`config.mk`:
```
export PLATFORM = sky130hd
export DESIGN_NAME = shift_rot_pipe
export DESIGN_NICKNAME = d
export VERILOG_FILES = /design/src/rtl/shift_rot_pipe.sv
export SDC_FILE = /design/constraint.sdc
export NUM_CORES = 1
export LEC_CHECK = 0
export BUFFER_PORTS_ARGS = -buffer_cell sky130_fd_sc_hd__buf_2
export CORE_MARGIN = 10
export CORE_UTILIZATION = 55
export CTS_BUF_LIST = sky130_fd_sc_hd__clkbuf_4
export DETAILED_ROUTE_END_ITERATION = 16
export GPL_ROUTABILITY_DRIVEN = 0
export PLACE_DENSITY = 0.86
export SLEW_MARGIN = 20
export SYNTH_ARGS = -nofsm -noshare
export SYNTH_HDL_FRONTEND = slang
export SYNTH_SLANG_ARGS = --single-unit
```
`constraint.sdc`:
```
create_clock -name clk -period 4.9 [get_ports clk]
set_input_delay 0.735 -clock clk [delete_from_list [all_inputs] [get_ports clk]]
set_output_delay 0.735 -clock clk [all_outputs]
set_load 0.02 [all_outputs]
```
`src/rtl/shift_rot_pipe.sv`:
```
// Pipelined log shifter/rotator (ROL/SLL/ROR/SRL), one registered stage per amount bit; latency SHW cycles.
// All stages advance together when the output slot is free or consumed; a stalled output freezes the pipe.
module shift_rot_pipe #(
    parameter  int WIDTH = 16,
    localparam int SHW   = $clog2(WIDTH)
) (
    input  logic             clk,
    input  logic             rst,
    input  logic             flush,
    input  logic             in_valid,
    output logic             in_ready,
    input  logic [WIDTH-1:0] in_data,
    input  logic [SHW-1:0]   in_amt,
    input  logic [1:0]       in_op,
    output logic             out_valid,
    input  logic             out_ready,
    output logic [WIDTH-1:0] out_data,
    output logic [SHW:0]     occupancy
);

    logic [SHW-1:0]            vld_q, vld_d;
    logic [SHW-1:0][WIDTH-1:0] dat_q, dat_d;
    // The last stage only delivers its result, so op/amt stop one stage short.
    logic [SHW-2:0][SHW-1:0]   amt_q, amt_d;
    logic [SHW-2:0][1:0]       op_q, op_d;
    logic [SHW:0]              occ_d;
    logic                      advance;
    logic                      accept;

    // sh is either 0 or a single power of two; 0 returns d unchanged for every op.
    function automatic logic [WIDTH-1:0] stage_shift(input logic [WIDTH-1:0] d,
                                                     input logic [1:0]       op,
                                                     input logic [SHW-1:0]   sh);
        logic [WIDTH-1:0] r;
        unique case (op)
            2'b00:   r = (d << sh) | (d >> (WIDTH - int'(sh)));
            2'b01:   r = d << sh;
            2'b10:   r = (d >> sh) | (d << (WIDTH - int'(sh)));
            default: r = d >> sh;
        endcase
        return r;
    endfunction

    function automatic logic [SHW:0] popcnt(input logic [SHW-1:0] v);
        logic [SHW:0] c;
        c = '0;
        for (int i = 0; i < SHW; i++) begin
            c = c + {{SHW{1'b0}}, v[i]};
        end
        return c;
    endfunction

    assign advance   = !vld_q[SHW-1] || out_ready;
    assign in_ready  = advance && !flush;
    assign accept    = in_valid && in_ready;
    assign out_valid = vld_q[SHW-1];
    assign out_data  = dat_q[SHW-1];

    always_comb begin
        vld_d = vld_q;
        dat_d = dat_q;
        amt_d = amt_q;
        op_d  = op_q;
        if (advance) begin
            vld_d[0] = accept;
            dat_d[0] = stage_shift(in_data, in_op, in_amt & SHW'(1));
            amt_d[0] = in_amt;
            op_d[0]  = in_op;
            for (int k = 1; k < SHW; k++) begin
                vld_d[k] = vld_q[k-1];
                dat_d[k] = stage_shift(dat_q[k-1], op_q[k-1], amt_q[k-1] & SHW'(1 << k));
            end
            for (int k = 1; k < SHW - 1; k++) begin
                amt_d[k] = amt_q[k-1];
                op_d[k]  = op_q[k-1];
            end
        end
        if (flush) begin
            vld_d = '0;
        end
        occ_d = popcnt(vld_d);
    end

    always_ff @(posedge clk or posedge rst) begin
        if (rst) begin
            vld_q     <= '0;
            dat_q     <= '0;
            amt_q     <= '0;
            op_q      <= '0;
            occupancy <= '0;
        end else begin
            vld_q     <= vld_d;
            dat_q     <= dat_d;
            amt_q     <= amt_d;
            op_q      <= op_d;
            occupancy <= occ_d;
        end
    end

endmodule
```
Yosys cells after proc, flatten, opt, wreduce, memory -nomap -nowiden
Index checks and enable logic that the tools add are counted.
Widths: inputs -> output; s select.
{"block": "word_totals", "ff_bits": 90, "elab_cells": 66, "out_inout_bits": 23, "in_bits": 27}
{"block": "op_classes", "shift": 16, "reduce_logical": 9, "add_sub_neg": 7, "n_eq_ne": 8, "mux": 6, "n_bitwise": 8}
{"cell": "$pmux 16 s3", "count": 4}
{"cell": "$or 16x16->16", "count": 8}
{"cell": "$shl 16x32->16", "count": 4}
{"cell": "$shr 16x32->16", "count": 4}
{"cell": "$shl 16x1->16", "count": 1}
{"cell": "$shl 16x2->16", "count": 1}
{"cell": "$shl 16x3->16", "count": 1}
{"cell": "$shl 16x4->16", "count": 1}
{"cell": "$shr 16x1->16", "count": 1}
{"cell": "$shr 16x2->16", "count": 1}
{"cell": "$shr 16x3->16", "count": 1}
{"cell": "$shr 16x4->16", "count": 1}
{"cell": "$eq 2x1->1 const B", "count": 4}
{"cell": "$eq 2x2->1 const B", "count": 4}
{"cell": "$logic_not 2->1", "count": 4}
{"cell": "$mux 4", "count": 2}
{"cell": "$sub 5x1->6 const A", "count": 1}
{"cell": "$sub 5x2->6 const A", "count": 1}
{"cell": "$sub 5x3->6 const A", "count": 1}
{"cell": "$sub 5x4->6 const A", "count": 1}
{"cell": "$add 3x1->4", "count": 1}
{"cell": "$add 2x1->3", "count": 1}
{"cell": "$add 1x1->2", "count": 1}
{"cell": "$logic_and 1x1->1", "count": 2}
{"cell": "other kinds (2)", "count": 3}

Longest topological paths before layout
{"block": "depth", "word_depth": 9, "mapped_depth": 9, "mapped_depth_nobuf": 7}

Least setup slack after synthesis
OpenSTA, ideal clock, no wires.
{"block": "synth_path", "kind": "input-to-reg", "start": "input port out_ready", "end": "register occupancy[1]", "setup_time_ns": 0.126, "arrival_time_ns": 2.326, "n_path_buf": 1, "path_slack_ns": 2.448, "path_stages": 8, "required_ns": 4.774, "cell_sequence": "nand2b_1 buf_2 mux2i_1 or2_1 fa_1 inv_1 ha_1 ha_1"}
{"block": "synth_via", "elab_chain_len": 8}
{"item": "from (decl)", "line_no": "16", "rtl": "input logic out_ready,"}
{"item": "$logic_or 1x1->1 (*)", "line_no": "53", "rtl": "assign advance = !vld_q[SHW-1] || out_ready;"}
{"item": "$logic_and 1x1->1", "line_no": "54", "rtl": "assign in_ready = advance && !flush;"}
{"item": "$logic_and 1x1->1", "line_no": "55", "rtl": "assign accept = in_valid && in_ready;"}
{"item": "$mux 4 (*)", "line_no": "64", "rtl": "if (advance) begin"}
{"item": "$mux 4 (*)", "line_no": "78", "rtl": "if (flush) begin"}
{"item": "$add 1x1->2", "line_no": "48", "rtl": "c = c + {{SHW{1'b0}}, v[i]};"}
{"item": "$add 2x1->3", "line_no": "48"}
{"item": "$add 3x1->4 (*)", "line_no": "48"}
{"item": "named net occ_d[1]", "line_no": "26", "rtl": "logic [SHW:0] occ_d;"}
{"item": "to (signal assigned)", "line_no": "90", "rtl": "occupancy <= '0;"}
{"item": "to (signal assigned)", "line_no": "96", "rtl": "occupancy <= occ_d;"}
{"item": "to (decl)", "line_no": "18", "rtl": "output logic [SHW:0] occupancy"}
The timed path passes the listed nets; every way through them passes the cells marked *.
A chain may end at the register's enable or synchronous reset.

Worst setup path in the final report
Ends and elaborated chain as after synthesis.

==> metrics.yaml <==
synthesis:
  yosysTopAreaCell: "dfrtp_1"
  synthXorXnorAreaFrac_pct: 0
  synthFlopType: "dfrtp_1"
  postSynthCellCount: 456
  ys_seq_area_share_pct: 46.79
  ys_top_cells_by_count: "83 x dfrtp_1, 70 x nor2_1, 43 x nand2_1, 36 x mux2i_1, 32 x a21o_1"
  synth_edf_count: 0
  yosys.area_share.adder_pct: 1.015
  synth.avg_cell_area_um2: 9.735
  synth_compound_area_share_pct: 23.53
  yosys_warnings: 0
  yosysMostFrequentCell: "dfrtp_1"
  synth_top_family_by_area: "compound AO/OA/AOI/OAI gates"
  async_flop_share_pct: 100.0
  synthSimpleGateAreaFrac_pct: 11.19
  synth_cell_types: 35
  syn_area_mm2: 0.004439
  synth_area_leaders: "dfrtp_1 47%, mux2i_1 8.1%, nor2_1 5.9%, a21o_1 5.4%, a211oi_1 4.6%"
  yosysTopAreaCellShare_pct: 46.79
  muxShareOfSynthArea_pct: 8.117
  ys_ff_latch: 83
layout:
  diodes: 0
  area_growth_pct: 3.467
  fin_nets: 493
  seqCellArea_mm2: 0.002077
  n_fill_cell: 683
  drive_gt1_share_pct: 16.45
  multi_input_area_mm2: 0.001964
floorplanning:
  core_mm2: 0.007807
  die_h_um: 109.8
  ios: 50
  rows: 32
  die-area_mm2: 0.01206
  die_w_um: 109.8
  initial_core_util_pct: 56.86
clock_network:
  clkLatencyLatePin_ns: 0.42
  clk_root_buffer_cell: "clkbuf_4"
  cts_setup_buffers: 0
  cts.sinks: 83
  cts_buffer_depth: 2
  cts_hold_buf: 0
  cts.clk_slew.worst_paths_ns: 0.12
  htree_levels: 3
  cts_resized: 0
  cts_buffers: 9
  cts_tree: "done"
timing:
  finalHoldViolCount: 0
  fin_setup_tns_ns: 0
  timing.fmax_ghz: 0.3613
  period_minus_slack_ns: 2.768
  fin_worst_skew_ns: 0.01115
  setup_violations: 0
  period_share_pct: 56.48
  finalMaxSlewViolations: 0
  rsz0062_at_grt: "no"
  hold_ws_ns: 0.2418
  worst_slew_pin_slew_ns: 1.012
  slew_headroom_pct: 32.51
hold_path:
  hold_class: "input port to asynchronous set/reset pin"
place:
  io_buffer_count: 47
  dp_hpwl_um: 6228
global_route:
  antenna_found_initial: 0
  gr-total-overflow: 0
  grt.total_usage_pct: 15.17
  grt_max_degree: 108
  grt_pass1_wl_um: 14990
  grt_pass1_vias: 3155
route:
  totalWireLength_um: 8699
  drtAntennaViolNets: 0
  routedWlPerCell_um: 15.26
  vias_per_cell: 5.712
  first_pass_iters: 4
  num_vias: 3256
  drt_iter0_drc: 156
  drcViolationCount: 0
critical_path:
  path_max_fanout: 51
  cp.arrival_ns: 3.08
  r2r_cells: 7
  rr_endpoint: "occupancy[1]"
  end_kind: "flop"
  crit_type: "input port to flop"
  rrSetupSlack_ns: 2.21
  start_kind: "input port"
  required_ns: 5.21
  worstReg2RegStart: "vld_q[3]"
pwr:
  ir_drop_mv: 0.1271
  p_per_area_mw_per_mm2: 333.7
  power.leakage_nw: 2.203
run:
  drv_cap: 0
status:
  outcome: "completed"
## cell type report
| cell class | instances | area share [%] |
|---|---|---|
| Sequential cell | 83 | 45.22 |
| Timing Repair Buffer | 49 | 5.448 |
| Inverter | 11 | 0.9262 |
| Clock inverter | 6 | 1.226 |
| Clock buffer | 10 | 1.634 |
| Multi-Input combinational cell | 309 | 42.77 |
| Tap cell | 102 | 2.779 |
## logic make-up (layout without fill, tap and decap cells)
logic type,after synthesis,in the layout
AND/OR/NAND/NOR,124,124
adder cells (fa/ha/maj),3,3
buffers and inverters,65,76
AO/OA/AOI/OAI,144,144
other,1,2
multiplexers,36,36
flip-flops,83,83
## worst max-delay path: stages
cell,delay (ns)
buf_2,0.11
nand2b_2,0.73
mux2i_1,0.22
or2_1,0.28
fa_1,0.54
inv_1,0.04
ha_1,0.17
ha_1,0.26
## flip-flops by register name, summed over array words and instances, names as in the netlist
register	count
dat_q	48
out_data	16
amt_q	6
op_q	6
vld_q	4
occupancy	3
## worst max-delay path by stage
stage / slack, ns / endpoint / from / depth (start not counted)
floorplan: 2.03 / amt_q[11] / rst / 1
global placement: 1.74 / occupancy[1] / out_ready / 8
detailed placement: 1.66 / occupancy[1] / out_ready / 8
CTS: 2.10 / in_ready / vld_q[3] / 4
global route: 1.89 / in_ready / vld_q[3] / 4
finish: 2.13 / occupancy[1] / out_ready / 8
## cells in the final DEF, fill, tap and decap left out, types with 2 or more instances in the layout
| master | synthesis | layout |
|---|---|---|
| a211o_1 | 2 | 2 |
| a211oi_1 | 27 | 27 |
| a211oi_2 | 5 | 5 |
| a21o_1 | 32 | 32 |
| a21oi_1 | 17 | 17 |
| a221oi_1 | 15 | 15 |
| a311oi_1 | 4 | 4 |
| buf_2 | 19 | 47 |
| buf_4 | 23 | 2 |
| clkbuf_4 | 0 | 10 |
| clkinv_1 | 1 | 2 |
| clkinv_2 | 0 | 4 |
| conb_1 | 1 | 2 |
| dfrtp_1 | 83 | 83 |
| ha_1 | 2 | 2 |
| inv_1 | 9 | 8 |
| mux2i_1 | 36 | 36 |
| nand2_1 | 43 | 43 |
| nor2_1 | 70 | 70 |
| nor2b_1 | 6 | 5 |
| o211ai_1 | 8 | 8 |
| o21ai_0 | 12 | 12 |
| o21ai_1 | 14 | 14 |
| o221a_2 | 2 | 2 |
| o2bb2ai_1 | 4 | 4 |
| or2_1 | 3 | 3 |
## where the power goes
group / total [mW] / leakage [nW] / internal [mW] / switching [mW]
clock: 0.380 / 0.0736 / 0.157 / 0.223
sequential: 0.861 / 0.970 / 0.771 / 0.0903
combinational: 0.292 / 1.16 / 0.131 / 0.160
## per-layer routing
metal	global-route usage, %	vias to the layer above	part of all wire, %
met4	6.877	0	1.9
met2	23.20	65	49
met5	0	-	0
met3	3.218	16	4.4
li1	-	1607	-
met1	20.19	1568	45
## stage by stage
step                      total power, mW  setup slack, ns  util [%]  instance area [um2]  instances
after floorplan                     1.115            2.028         -                 4443        457
after global placement              1.153            1.745     57.15                 4462        554
after detailed placement            1.170            1.660     57.15                 4462        554
after CTS                           1.545            2.099     58.83                 4593        570
after global routing                1.622            1.890     58.83                 4593        570
final                               1.533            2.132     58.83                 4593        570
No activity file was read; power rests on OpenSTA's default activity.
